**src/rtl/leve_ifetch_pkg.sv**
```systemverilog
// Shared types and constants for the instruction-fetch sequencer.
// AXI burst encodings normally arrive from defs.vh; the fallback keeps the
// package self-contained when that header is not on the include path.
`ifndef AXI_BURST_WRAP
`define AXI_BURST_WRAP 2'b10
`endif

package leve_ifetch_pkg;

  localparam int LEVE_PC_W   = 64;
  localparam int LEVE_DATA_W = 32;

  localparam logic [1:0] RRESP_OKAY = 2'b00;

  typedef enum logic [1:0] {
    S_IDLE  = 2'd0,
    S_ADDR  = 2'd1,
    S_DATA  = 2'd2,
    S_DRAIN = 2'd3
  } state_e;

  // One buffered instruction: word, its fetch PC and the bus error flag.
  typedef struct packed {
    logic [LEVE_DATA_W-1:0] data;
    logic [LEVE_PC_W-1:0]   pc;
    logic                   err;
  } fetch_ent_t;

endpackage

```
**src/rtl/leve_ifetch_fifo.sv**
```systemverilog
// Small instruction buffer. Holds at most one line of kept beats; a flush
// empties it and takes priority over a same-cycle push or pop.
module leve_ifetch_fifo
  import leve_ifetch_pkg::*;
#(
  parameter int DEPTH = 4
) (
  input  logic       i_clk,
  input  logic       i_rst_n,
  input  logic       i_flush,
  input  logic       i_push,
  input  fetch_ent_t i_wdata,
  input  logic       i_pop,
  output logic       o_empty,
  output fetch_ent_t o_head
);

  localparam int AW = (DEPTH > 1) ? $clog2(DEPTH) : 1;

  fetch_ent_t    r_mem [DEPTH];
  logic [AW-1:0] r_wr;
  logic [AW-1:0] r_rd;
  logic [AW:0]   r_cnt;

  logic w_push;
  logic w_pop;

  assign w_push  = i_push && (r_cnt != (AW+1)'(DEPTH));
  assign w_pop   = i_pop && (r_cnt != '0);
  assign o_empty = (r_cnt == '0);
  assign o_head  = r_mem[r_rd];

  // Storage and pointers; storage is cleared on reset so the head reads 0.
  always_ff @(posedge i_clk or negedge i_rst_n) begin
    if (!i_rst_n) begin
      for (int i = 0; i < DEPTH; i++) r_mem[i] <= '0;
      r_wr  <= '0;
      r_rd  <= '0;
      r_cnt <= '0;
    end else if (i_flush) begin
      r_wr  <= '0;
      r_rd  <= '0;
      r_cnt <= '0;
    end else begin
      if (w_push) begin
        r_mem[r_wr] <= i_wdata;
        r_wr        <= r_wr + AW'(1);
      end
      if (w_pop) r_rd <= r_rd + AW'(1);
      r_cnt <= r_cnt + (AW+1)'(w_push) - (AW+1)'(w_pop);
    end
  end

endmodule

```
**src/rtl/leve_ifetch_ctrl.sv**
```systemverilog
// Instruction-fetch sequencer: one wrapping AXI read burst per fetch line,
// keeps the beats from the requested word to the end of the line, and hands
// them to decode tagged with their PC. Redirects never retract ARVALID; an
// in-flight burst is drained instead.
module leve_ifetch_ctrl
  import leve_ifetch_pkg::*;
#(
  parameter int PC_W   = LEVE_PC_W,
  parameter int ADDR_W = 32,
  parameter int DATA_W = LEVE_DATA_W,
  parameter int BEATS  = 4
) (
  input  logic              i_clk,
  input  logic              i_rstn,
  input  logic              i_pc_valid,
  output logic              o_pc_ready,
  input  logic [PC_W-1:0]   i_pc_pc,
  input  logic              i_redirect,
  output logic              o_arvalid,
  input  logic              i_arready,
  output logic [ADDR_W-1:0] o_araddr,
  output logic [7:0]        o_arlen,
  output logic [1:0]        o_arburst,
  input  logic              i_rvalid,
  output logic              o_rready,
  input  logic [DATA_W-1:0] i_rdata,
  input  logic [1:0]        i_rresp,
  input  logic              i_rlast,
  output logic              o_inst_valid,
  input  logic              i_inst_ready,
  output logic [DATA_W-1:0] o_inst_data,
  output logic [PC_W-1:0]   o_inst_pc,
  output logic              o_inst_err
);

  localparam int OW = $clog2(BEATS);
  localparam int CW = OW + 1;

  state_e            r_state;
  logic [PC_W-1:0]   r_pc;
  logic [ADDR_W-1:0] r_araddr;
  logic [CW-1:0]     r_keep;
  logic [CW-1:0]     r_k;
  logic              r_flush;
  logic              r_arvalid;
  logic              r_rready;

  logic              w_empty;
  logic              w_pc_ready;
  logic              w_accept;
  logic [PC_W-1:0]   w_pc_al;
  logic [OW-1:0]     w_off;
  logic              w_push;
  fetch_ent_t        w_ent;
  fetch_ent_t        w_head;

  // Reset gating keeps PC_READY low while the block is held in reset.
  assign w_pc_ready = (r_state == S_IDLE) && (w_empty || i_redirect) && i_rstn;
  assign w_accept   = i_pc_valid && w_pc_ready;
  assign w_pc_al    = i_pc_pc & ~PC_W'(3);
  assign w_off      = i_pc_pc[OW+1:2];

  // Only beats up to the end of the line are kept; a redirect drops the beat.
  assign w_push     = (r_state == S_DATA) && i_rvalid && (r_k < r_keep) && !i_redirect;
  assign w_ent.data = i_rdata;
  assign w_ent.pc   = r_pc + (PC_W'(r_k) << 2);
  assign w_ent.err  = (i_rresp != RRESP_OKAY);

  // Sequencer: request accept, address phase, data phase and drain.
  always_ff @(posedge i_clk or negedge i_rstn) begin
    if (!i_rstn) begin
      r_state   <= S_IDLE;
      r_pc      <= '0;
      r_araddr  <= '0;
      r_keep    <= '0;
      r_k       <= '0;
      r_flush   <= 1'b0;
      r_arvalid <= 1'b0;
      r_rready  <= 1'b0;
    end else begin
      case (r_state)
        S_IDLE: begin
          if (w_accept) begin
            r_pc      <= w_pc_al;
            r_araddr  <= w_pc_al[ADDR_W-1:0];
            r_keep    <= CW'(BEATS) - CW'(w_off);
            r_k       <= '0;
            r_flush   <= 1'b0;
            r_arvalid <= 1'b1;
            r_state   <= S_ADDR;
          end
        end
        S_ADDR: begin
          if (i_redirect) r_flush <= 1'b1;
          if (i_arready) begin
            r_arvalid <= 1'b0;
            r_rready  <= 1'b1;
            r_flush   <= 1'b0;
            r_state   <= (r_flush || i_redirect) ? S_DRAIN : S_DATA;
          end
        end
        S_DATA: begin
          if (i_rvalid && (r_k != CW'(BEATS))) r_k <= r_k + CW'(1);
          if (i_rvalid && i_rlast) begin
            r_rready <= 1'b0;
            r_state  <= S_IDLE;
          end else if (i_redirect) begin
            r_state  <= S_DRAIN;
          end
        end
        S_DRAIN: begin
          if (i_rvalid && i_rlast) begin
            r_rready <= 1'b0;
            r_state  <= S_IDLE;
          end
        end
        default: r_state <= S_IDLE;
      endcase
    end
  end

  leve_ifetch_fifo #(.DEPTH(BEATS)) u_fifo (
    .i_clk   (i_clk),
    .i_rst_n (i_rstn),
    .i_flush (i_redirect),
    .i_push  (w_push),
    .i_wdata (w_ent),
    .i_pop   (i_inst_ready),
    .o_empty (w_empty),
    .o_head  (w_head)
  );

  assign o_pc_ready   = w_pc_ready;
  assign o_arvalid    = r_arvalid;
  assign o_araddr     = r_araddr;
  assign o_arlen      = 8'(BEATS - 1);
  assign o_arburst    = `AXI_BURST_WRAP;
  assign o_rready     = r_rready;
  assign o_inst_valid = !w_empty;
  assign o_inst_data  = w_head.data;
  assign o_inst_pc    = w_head.pc;
  assign o_inst_err   = w_head.err;

endmodule

```
**config.mk**
```make
export PLATFORM = sky130hd
export DESIGN_NAME = leve_ifetch_ctrl
export DESIGN_NICKNAME = d
export VERILOG_FILES = /design/src/rtl/leve_ifetch_pkg.sv /design/src/rtl/leve_ifetch_fifo.sv /design/src/rtl/leve_ifetch_ctrl.sv
export SDC_FILE = /design/constraint.sdc
export NUM_CORES = 1
export LEC_CHECK = 0
export CORE_ASPECT_RATIO = 1.1
export CORE_MARGIN = 5
export CORE_UTILIZATION = 46
export DETAILED_ROUTE_END_ITERATION = 16
export GPL_ROUTABILITY_DRIVEN = 0
export PLACE_DENSITY_LB_ADDON = 0.3
export RECOVER_POWER = 50
export SYNTH_ARGS = -nofsm -noshare
export SYNTH_HDL_FRONTEND = slang
export SYNTH_HIERARCHICAL = 1
export SYNTH_SLANG_ARGS = --single-unit
```
**constraint.sdc**
```tcl
create_clock -name i_clk -period 5.13 [get_ports i_clk]
set_input_delay 1.026 -clock i_clk [delete_from_list [all_inputs] [get_ports i_clk]]
set_output_delay 1.026 -clock i_clk [all_outputs]
set_load 0.005 [all_outputs]
```
## After elaboration in Yosys (flattened, before gate mapping)

Cells that the tools add are included.
Widths: inputs -> output; s select.

- Add/sub/neg operators: 7
- $mul: 0
- Divide/modulo/power cells: 0
- Order comparisons: 4
- Equal/unequal tests: 12
- Shift operators: 0
- Mux-type cells: 31
- Bitwise gates (word level): 3
- Reduce and logical (&&, ||, !) cells: 32

Operators with widths:

| kind | number |
|---|---|
| $bwmux 388 | 1 |
| $mux 97 | 3 |
| $bmux 97 s2 | 1 |
| $demux 97 s2 | 1 |
| $add 64x5->64 | 1 |
| $mux 2 | 9 |
| $reduce_and 3->1 | 4 |
| $reduce_bool 2->1 | 6 |
| $logic_and 1x1->1 | 11 |
| $mux 3 | 3 |
| $ne 3x3->1 const B | 3 |
| $mux 1 | 8 |
| $pmux 2 s4 | 1 |
| $ge 3x3->1 const B | 2 |
| $ne 2x2->1 const B | 3 |
| $not 2->3 | 2 |
| $pmux 1 s2 | 3 |
| $pmux 3 s2 | 1 |
| $add 2x1->2 const B | 2 |
| $eq 2x2->1 const B | 2 |
| $ne 2x1->1 const B | 2 |
| $reduce_and 2->1 | 2 |
| $reduce_and 4->1 | 1 |
| $add 3x1->3 | 1 |
| 14 further kinds | 16 |

- Register bits after elaboration: 498
- Bits in latches: 0
- Memory bits (writable): 0
- Memory bits (read-only): 0
- Input bits: 106
- Output and inout bits: 143
- Logic and storage cells: 112
- Memories kept: 0

## Logic depth before layout (Yosys ltp)

Gate-level depths: netlist of the first run.

- Word-level depth: 8
- Gate-level depth with buffers: 13

## By module

The synthesis of the first run kept the hierarchy.

By module, submodules not included:

| module | instances | cells each | area an instance (um^2) | sequential area each (um^2) |
|---|---|---|---|---|
| leve_ifetch_fifo | 1 | 983 | 17201.5 | 9884.5 |
| leve_ifetch_ctrl | 1 | 564 | 4509.3 | 1801.7 |

## Worst setup path after synthesis of the first run

Ideal clock, no wire load.

- Path kind: input-to-reg
- Start point: input i_rvalid
- End point: register u_fifo.r_cnt[2]
- Arrival: 2.733 ns
- Data required time: 5.044 ns
- Slack: 2.311 ns
- Cell stages on the path: 10
- Buffers on the path: 0
- Cell sequence: nand3b_1 > nor4b_1 > inv_1 > nor2_1 > ha_1 > inv_1 > fa_1 > xor2_1 > and2_1 > nor3_1

- Longest elaborated chain between the ends: 7

Ends and longest elaborated chain:

| element | line | source |
|---|---|---|
| from (decl) | leve_ifetch_ctrl.sv:24 | `input logic i_rvalid,` |
| $logic_and 1x1->1 (3 in a row) | leve_ifetch_ctrl.sv:64 | `assign w_push = (r_state == S_DATA) && i_rvalid && (r_k < r_keep) && !i_redirect;` |
| net w_push | leve_ifetch_ctrl.sv:53 | `logic w_push;` |
| $logic_and 1x1->1 | leve_ifetch_fifo.sv:28 | `assign w_push = i_push && (r_cnt != (AW+1)'(DEPTH));` |
| $add 3x1->3 | leve_ifetch_fifo.sv:50 | `r_cnt <= r_cnt + (AW+1)'(w_push) - (AW+1)'(w_pop);` |
| $sub 3x1->3 | leve_ifetch_fifo.sv:50 |  |
| $mux 3 | leve_ifetch_fifo.sv:40 | `end else if (i_flush) begin` |
| to (signal assigned) | leve_ifetch_fifo.sv:50 |  |
| to (decl) | leve_ifetch_fifo.sv:23 | `logic [AW:0] r_cnt;` |

The timed path passes the listed nets, and every way through them passes these cells.
A chain may end at the register's enable or synchronous reset.

## Final worst setup path of the first run

- Start point: register u_fifo.r_rd[1]
- End point: output o_inst_data[29]

- Longest elaborated chain between the ends: 4

Ends and longest elaborated chain:

| element | line | source |
|---|---|---|
| from (decl) | leve_ifetch_fifo.sv:22 | `logic [AW-1:0] r_rd;` |
| from (signal assigned) | leve_ifetch_fifo.sv:49 | `if (w_pop) r_rd <= r_rd + AW'(1);` |
| $not 2->3 (not written as such) | leve_ifetch_fifo.sv:31 | `assign o_head = r_mem[r_rd];` |
| $bmux 97 s2 | leve_ifetch_fifo.sv:31 |  |
| $mux 97 (not written as such) (2 in a row) | leve_ifetch_fifo.sv:31 |  |
| to (decl) | leve_ifetch_ctrl.sv:31 | `output logic [DATA_W-1:0] o_inst_data,` |

No other way between the ends. The select of a mux whose other input is x is not followed.

==> flow_summary.yaml, run 1 <==
outcome:
  failed_checks: "capacitance limit, slew limit"
  outcome: "finished with violations"
sta:
  finalWorstSetupSlack_ns: 1.174
  min_period_over_period_pct: 77.11
  fin_crit_ns: 3.956
  slew_headroom_pct: -117.5
  finClkSkew_ns: 0.02751
  hold_viol_final: 0
  tightest_slew_ns: 3.262
  setup_viol: 0
  fmax_mhz: 252.8
  tns_ns: 0
  rsz0062_at_grt: "false"
  slew_viol_final: 310
placed_design:
  io_buffers: 234
  hpwlAfterDp_um: 32060
  placed_cell_area_mm2: 0.02439
  dp_slack_ns: 1.321
power:
  pwr-share-clk_pct: 30.1
  p_int_w: 0.008605
  p_seq_share_pct: 40.6
  power_density_mw_per_mm2: 470.6
  power_leakage_nw: 12.25
  vdd_drop_max_uv: 297.2
  comb_power_share_pct: 29.3
  power_w: 0.01228
  power.switching_w: 0.003677
  sw_frac_of_total_pct: 29.94
clock_network:
  cts_setup_buffers: 0
  clkSlewWorstSetupHoldPaths_ns: 0.06
  clock-sinks: 467
  clock_latency_ns: 0.58
  cts_tree: "done"
  cts_buffer_depth: 3
  cts_root_buf: "clkbuf_16"
  cts_max_level: 2
  numCtsBuffers: 51
  hold_buffers: 0
  post_cts_resize_count: 0
cells_and_area:
  final_common_cell: "dfrtp_1"
  layout_common_cells: "dfrtp_1, mux2_2, nand2_1"
  fillers: 3822
  area_growth_pct: 20.20
  nNetsFinal: 1877
  final_area_mm2: 0.02610
  ff_latch_area_mm2: 0.01169
  drive_above_1_share_pct: 27.55
  multi_input_area_mm2: 0.009194
worst_setup_path:
  r2r_slack_ns: 1.70
  path_cells: "buf_4 -> mux4_2 -> clkdlybuf4s50_1"
  worst-path-max-fanout: 45
  crit_path_end_kind: "output pin"
  rr_startpoint: "u_fifo/r_cnt[1]"
  arrival_ns: 2.93
  critPathKind: "flop to output pin"
  rr_worst_depth: 6
  critPathMaxStageDelay_ns: 0.96
  critPathLaunchType: "flop"
  crit_buf_inv: 2
  worstPathRequired_ns: 4.10
  crit_family: "buffers and inverters"
  reg2reg_to: "r_pc[55]"
  cp_slowest_cell: "dfrtp_4"
synthesis:
  ys_seq_elements: 467
  synth-edff-count: 0
  synth-simple-area-share_pct: 7.244
  synth-compound-area-share_pct: 0.9278
  yosysSeqAreaShare_pct: 53.83
  synth_area_mm2: 0.02171
  ys_async_sr_fraction_pct: 100.0
  muxShareOfSynthArea_pct: 30.28
  syn_inst: 1547
  yosys.area_share.xor_xnor_pct: 2.501
  synth.yosys.warnings: 6
  syn-mean-instance-area_um2: 14.03
  synth_top_family_by_area: "multiplexers"
  yosys.area_share.adder_pct: 1.049
  ys.flop_type: "dfrtp_1"
  synth_cell_types: 49
global_route:
  grt_pass1_wl_um: 80230
  grtUsageTotal_pct: 19.46
  grt_max_degree: 149
  antenna_found_initial: 2
  grt_overflow: 0
  first_global_vias: 14086
floorplan:
  num_rows: 83
  fp.dieH_um: 237.9
  die_x_um: 217.1
  die-area_mm2: 0.05165
  ioPinCount: 249
  start_util_pct: 46.46
  core_mm2: 0.04673
route:
  ant_nets: 0
  via_per_inst: 5.447
  vias: 13012
  wl_per_cell_um: 20.90
  drt-pass1-iter-count: 5
  drc: 0
  wl_um: 49940
  first_iter_violations: 805
min_path:
  hp-class: "input port to async pin"
job:
  drv_cap: 4
## worst max path at each step
stage / from / end / slack (ns) / depth (start not counted)
after floorplan: i_rvalid / u_fifo/r_cnt[2] / 2.31 / 10
after global placement: i_rvalid / u_fifo/r_mem[310] / 1.33 / 7
after detailed placement: i_rvalid / u_fifo/r_mem[312] / 1.32 / 7
after CTS: u_fifo/r_rd[1] / o_inst_pc[7] / 1.10 / 3
after global routing: i_rstn / u_fifo/r_mem[339] / 0.53 / 2
final: u_fifo/r_rd[1] / o_inst_data[29] / 1.17 / 3
## final cells by class
| class | count | area share [%] |
|---|---|---|
| Multi-Input combinational cell | 948 | 35.23 |
| Antenna cell | 1 | 0.009589 |
| Clock inverter | 14 | 0.6089 |
| Sequential cell | 467 | 44.81 |
| Timing Repair Buffer | 258 | 10.07 |
| Tap cell | 595 | 2.853 |
| Clock buffer | 78 | 6.017 |
| Inverter | 28 | 0.4027 |
## routing by layer
layer | wire length [µm] | GRT usage [%]
met4 | 1238 | 5.708
met2 | 24560 | 32.06
met1 | 21870 | 26.41
met5 | 20 | 0
met3 | 2254 | 4.111
## sequential cells by signal, summed over array words and instances (netlist names)
| signal | flops |
|---|---|
| u_fifo/r_mem | 388 |
| r_pc | 33 |
| o_araddr | 28 |
| r_k | 3 |
| r_keep | 3 |
| u_fifo/r_cnt | 3 |
| r_state | 2 |
| u_fifo/r_rd | 2 |
| u_fifo/r_wr | 2 |
| o_arvalid | 1 |
| o_rready | 1 |
| r_flush | 1 |
## metrics by stage
stage | hold slack, ns | std cells | utilization [%]
global route | 0.3172 | 2388 | 55.84
detailed placement | 0.4701 | 2296 | 52.20
global placement | 0.4615 | 2296 | 52.20
CTS | 0.3058 | 2388 | 55.90
floorplan | 0.4524 | 1565 | -
finish | 0.3255 | 2389 | 55.84
## logic make-up (layout without fill, tap and decap cells)
group / Yosys count / count (layout)
compound gates: 35 / 35
xor+xnor: 62 / 62
simple gates: 327 / 327
flops: 467 / 467
other cells: 2 / 21
fa+ha+maj: 17 / 17
mux: 487 / 487
buf+inv: 150 / 378
## synth_stat cells, drive strengths merged, types with 3 or more instances
| cell type | n | share of area [%] |
|---|---|---|
| dfrtp | 467 | 54 |
| mux2 | 388 | 20 |
| nand2 | 203 | 3.5 |
| buf | 102 | 3.3 |
| mux4 | 97 | 10 |
| xor2 | 33 | 1.3 |
| xnor2 | 29 | 1.2 |
| inv | 27 | 0.47 |
| nand3 | 24 | 0.55 |
| nor2 | 24 | 0.41 |
| nor3 | 21 | 0.53 |
| clkbuf | 20 | 0.35 |
| o21ai | 19 | 0.44 |
| nand4 | 17 | 0.52 |
| ha | 15 | 0.86 |
| a21oi | 9 | 0.21 |
| nor4 | 9 | 0.41 |
| nor4b | 6 | 0.52 |
| and3 | 4 | 0.12 |
| nand2b | 4 | 0.12 |
| and2 | 3 | 0.086 |
| and4 | 3 | 0.12 |
## power groups by stage
stage / sequential (W) / combinational (W) / clock (W)
2_1_floorplan: 0.00480 / 0.00222 / 0
3_3_place_gp: 0.00501 / 0.00362 / 0
3_5_place_dp: 0.00505 / 0.00369 / 0
4_1_cts: 0.00500 / 0.00371 / 0.00381
5_1_grt: 0.00509 / 0.00393 / 0.00396
6_report: 0.00499 / 0.00359 / 0.00370
Note: power is estimated with default switching activity, not from simulation.
==> run 2: changes to the inputs <==
==> constraint.sdc (replaced) <==
create_clock -name i_clk -period 3.27 [get_ports i_clk]
set_input_delay 0.654 -clock i_clk [delete_from_list [all_inputs] [get_ports i_clk]]
set_output_delay 0.654 -clock i_clk [all_outputs]
set_load 0.005 [all_outputs]
==> flow_summary.yaml, run 2 (synthesized netlist as in run 1, its figures left out) <==
worst_setup_path:
  crit_buf_inv: 2
  critPathLaunchType: "flop"
  arrival_ns: 2.50
  cp_slowest_cell: "mux4_2"
  path_cells: "buf_16 -> mux4_2 -> clkdlybuf4s50_1"
  critPathKind: "flop to output pin"
  worst-path-max-fanout: 42
  crit_path_end_kind: "output pin"
  critPathMaxStageDelay_ns: 0.55
  crit_family: "buffers and inverters"
  worstPathRequired_ns: 2.62
floorplan:
  ioPinCount: 249
  core_mm2: 0.04673
  die-area_mm2: 0.05165
  start_util_pct: 46.46
  die_x_um: 217.1
  fp.dieH_um: 237.9
  num_rows: 83
clock_network:
  cts_tree: "done"
  cts_max_level: 2
  numCtsBuffers: 50
  clock_latency_ns: 0.58
  clkSlewWorstSetupHoldPaths_ns: 0.06
  cts_root_buf: "clkbuf_16"
  clock-sinks: 467
  cts_buffer_depth: 3
placed_design:
  placed_cell_area_mm2: 0.02493
  io_buffers: 234
  dpl.cell_count: 2334
  hpwlAfterDp_um: 34410
cells_and_area:
  nNetsFinal: 1916
  largest_reg_flops: 388
  layout.cells.non_filler: 2428
  final_area_mm2: 0.02664
  layout_common_cells: "dfrtp_1, mux2_2, nand2_1"
  final_common_cell: "dfrtp_1"
  final_util_pct: 57.00
  drive_above_1_share_pct: 28.77
  fillers: 3765
  regMostFlops: "u_fifo/r_mem"
  area_growth_pct: 22.69
route:
  drt-pass1-iter-count: 5
  wl_per_cell_um: 21.05
  vias: 13161
  first_iter_violations: 667
  wl_um: 51120
  via_per_inst: 5.421
  drc: 0
  ant_nets: 0
global_route:
  grt_pass1_wl_um: 81860
  grtUsageTotal_pct: 19.89
  grt_overflow: 0
  first_global_vias: 14487
  grt_max_degree: 144
  antenna_found_initial: 2
power:
  power_density_mw_per_mm2: 715.5
  vdd_drop_max_uv: 446.3
  power_leakage_nw: 13.29
sta:
  whs_ns: 0.4799
  fmax_mhz: 316.6
  tns_ns: 0
  fin_crit_ns: 3.159
  hold_viol_final: 0
  setup_viol: 0
  rsz0062_at_grt: "true"
  tightest_slew_ns: 1.457
  min_period_over_period_pct: 96.61
  finClkSkew_ns: 0.03111
  slew_viol_final: 0
  slew_headroom_pct: 2.843
min_path:
  hp-class: "flop to flop"
outcome:
  outcome: "complete, no violations"
job:
  drv_cap: 0
-- run 2: changes by cell type in the layout (fill, tap and decap cells not counted), moves of 2 or more --
| cell | previous run | this run |
|---|---|---|
| buf_4 | 11 | 26 |
| clkdlybuf4s50_1 | 199 | 153 |
| buf_16 | 0 | 2 |
| dlygate4sd3_1 | 34 | 22 |
| clkbuf_16 | 53 | 51 |
| clkinv_4 | 2 | 0 |
| dlymetal6s2s_1 | 0 | 48 |
| buf_12 | 9 | 23 |
| clkbuf_8 | 15 | 12 |
| clkbuf_2 | 1 | 7 |
| clkbuf_1 | 12 | 17 |
| dlygate4sd2_1 | 0 | 11 |
-- run 2: metrics by stage --
stage	power, W	setup WS [ns]
6_report	0.01906	0.1110
5_1_grt	0.02015	-0.01344
4_1_cts	0.01950	0.003078
3_5_place_dp	0.01378	-0.008219
3_3_place_gp	0.01363	0.003035
2_1_floorplan	0.01100	0.5481
-- run 2: worst paths after layout --
path | startpoint | endpoint | slack, ns | cells after the start
worst min register to register | u_fifo/r_mem[184] | u_fifo/r_mem[184] | 0.48 | 1
worst max-delay path | u_fifo/r_rd[0] | o_inst_pc[46] | 0.11 | 3
worst max register to register | o_araddr[19] | u_fifo/r_mem[339] | 0.30 | 6
min in group asynchronous | i_rstn | u_fifo/r_mem[272] | 0.56 | 2
worst min-delay path | u_fifo/r_mem[184] | u_fifo/r_mem[184] | 0.48 | 1
max in group asynchronous | i_rstn | u_fifo/r_mem[231] | 0.57 | 4
-- run 2: routing by layer --
metal	wire (µm)	track usage (%)	share of wire [%]
met4	855	4.482	1.7
met3	2168	3.946	4.2
met5	0	0	0
met1	22490	26.98	44
met2	25610	33.62	50
-- run 2: layout make-up --
class,count,area [µm²],area share (%)
flip-flops and latches,467,11690,43.90
multi-input cells,948,9194,34.51
clock inverters,13,150.1,0.5636
repair buffers,298,3251,12.20
inverters,28,105.1,0.3946
well taps,595,744.5,2.795
clock buffers,78,1498,5.622
diodes,1,2.502,0.009394
-- run 2: where the power goes --
group / switching [W] / leakage, nW / total [W] / internal (W)
Clock: 0.00226 / 0.811 / 0.00563 / 0.00338
Combinational: 0.00255 / 6.13 / 0.00567 / 0.00313
Sequential: 0.000938 / 6.35 / 0.00775 / 0.00681
Total: 0.00574 / 13.3 / 0.0191 / 0.0133
-- run 2: timing repair --
| action | in CTS | in global routing |
|---|---|---|
| gates resized for setup | 13 | 48 |
| hold endpoints to repair | 27 | 0 |
| setup endpoints to repair | 19 | 49 |
| buffers inserted | 1 | 0 |
| hold buffers | 1 | 0 |
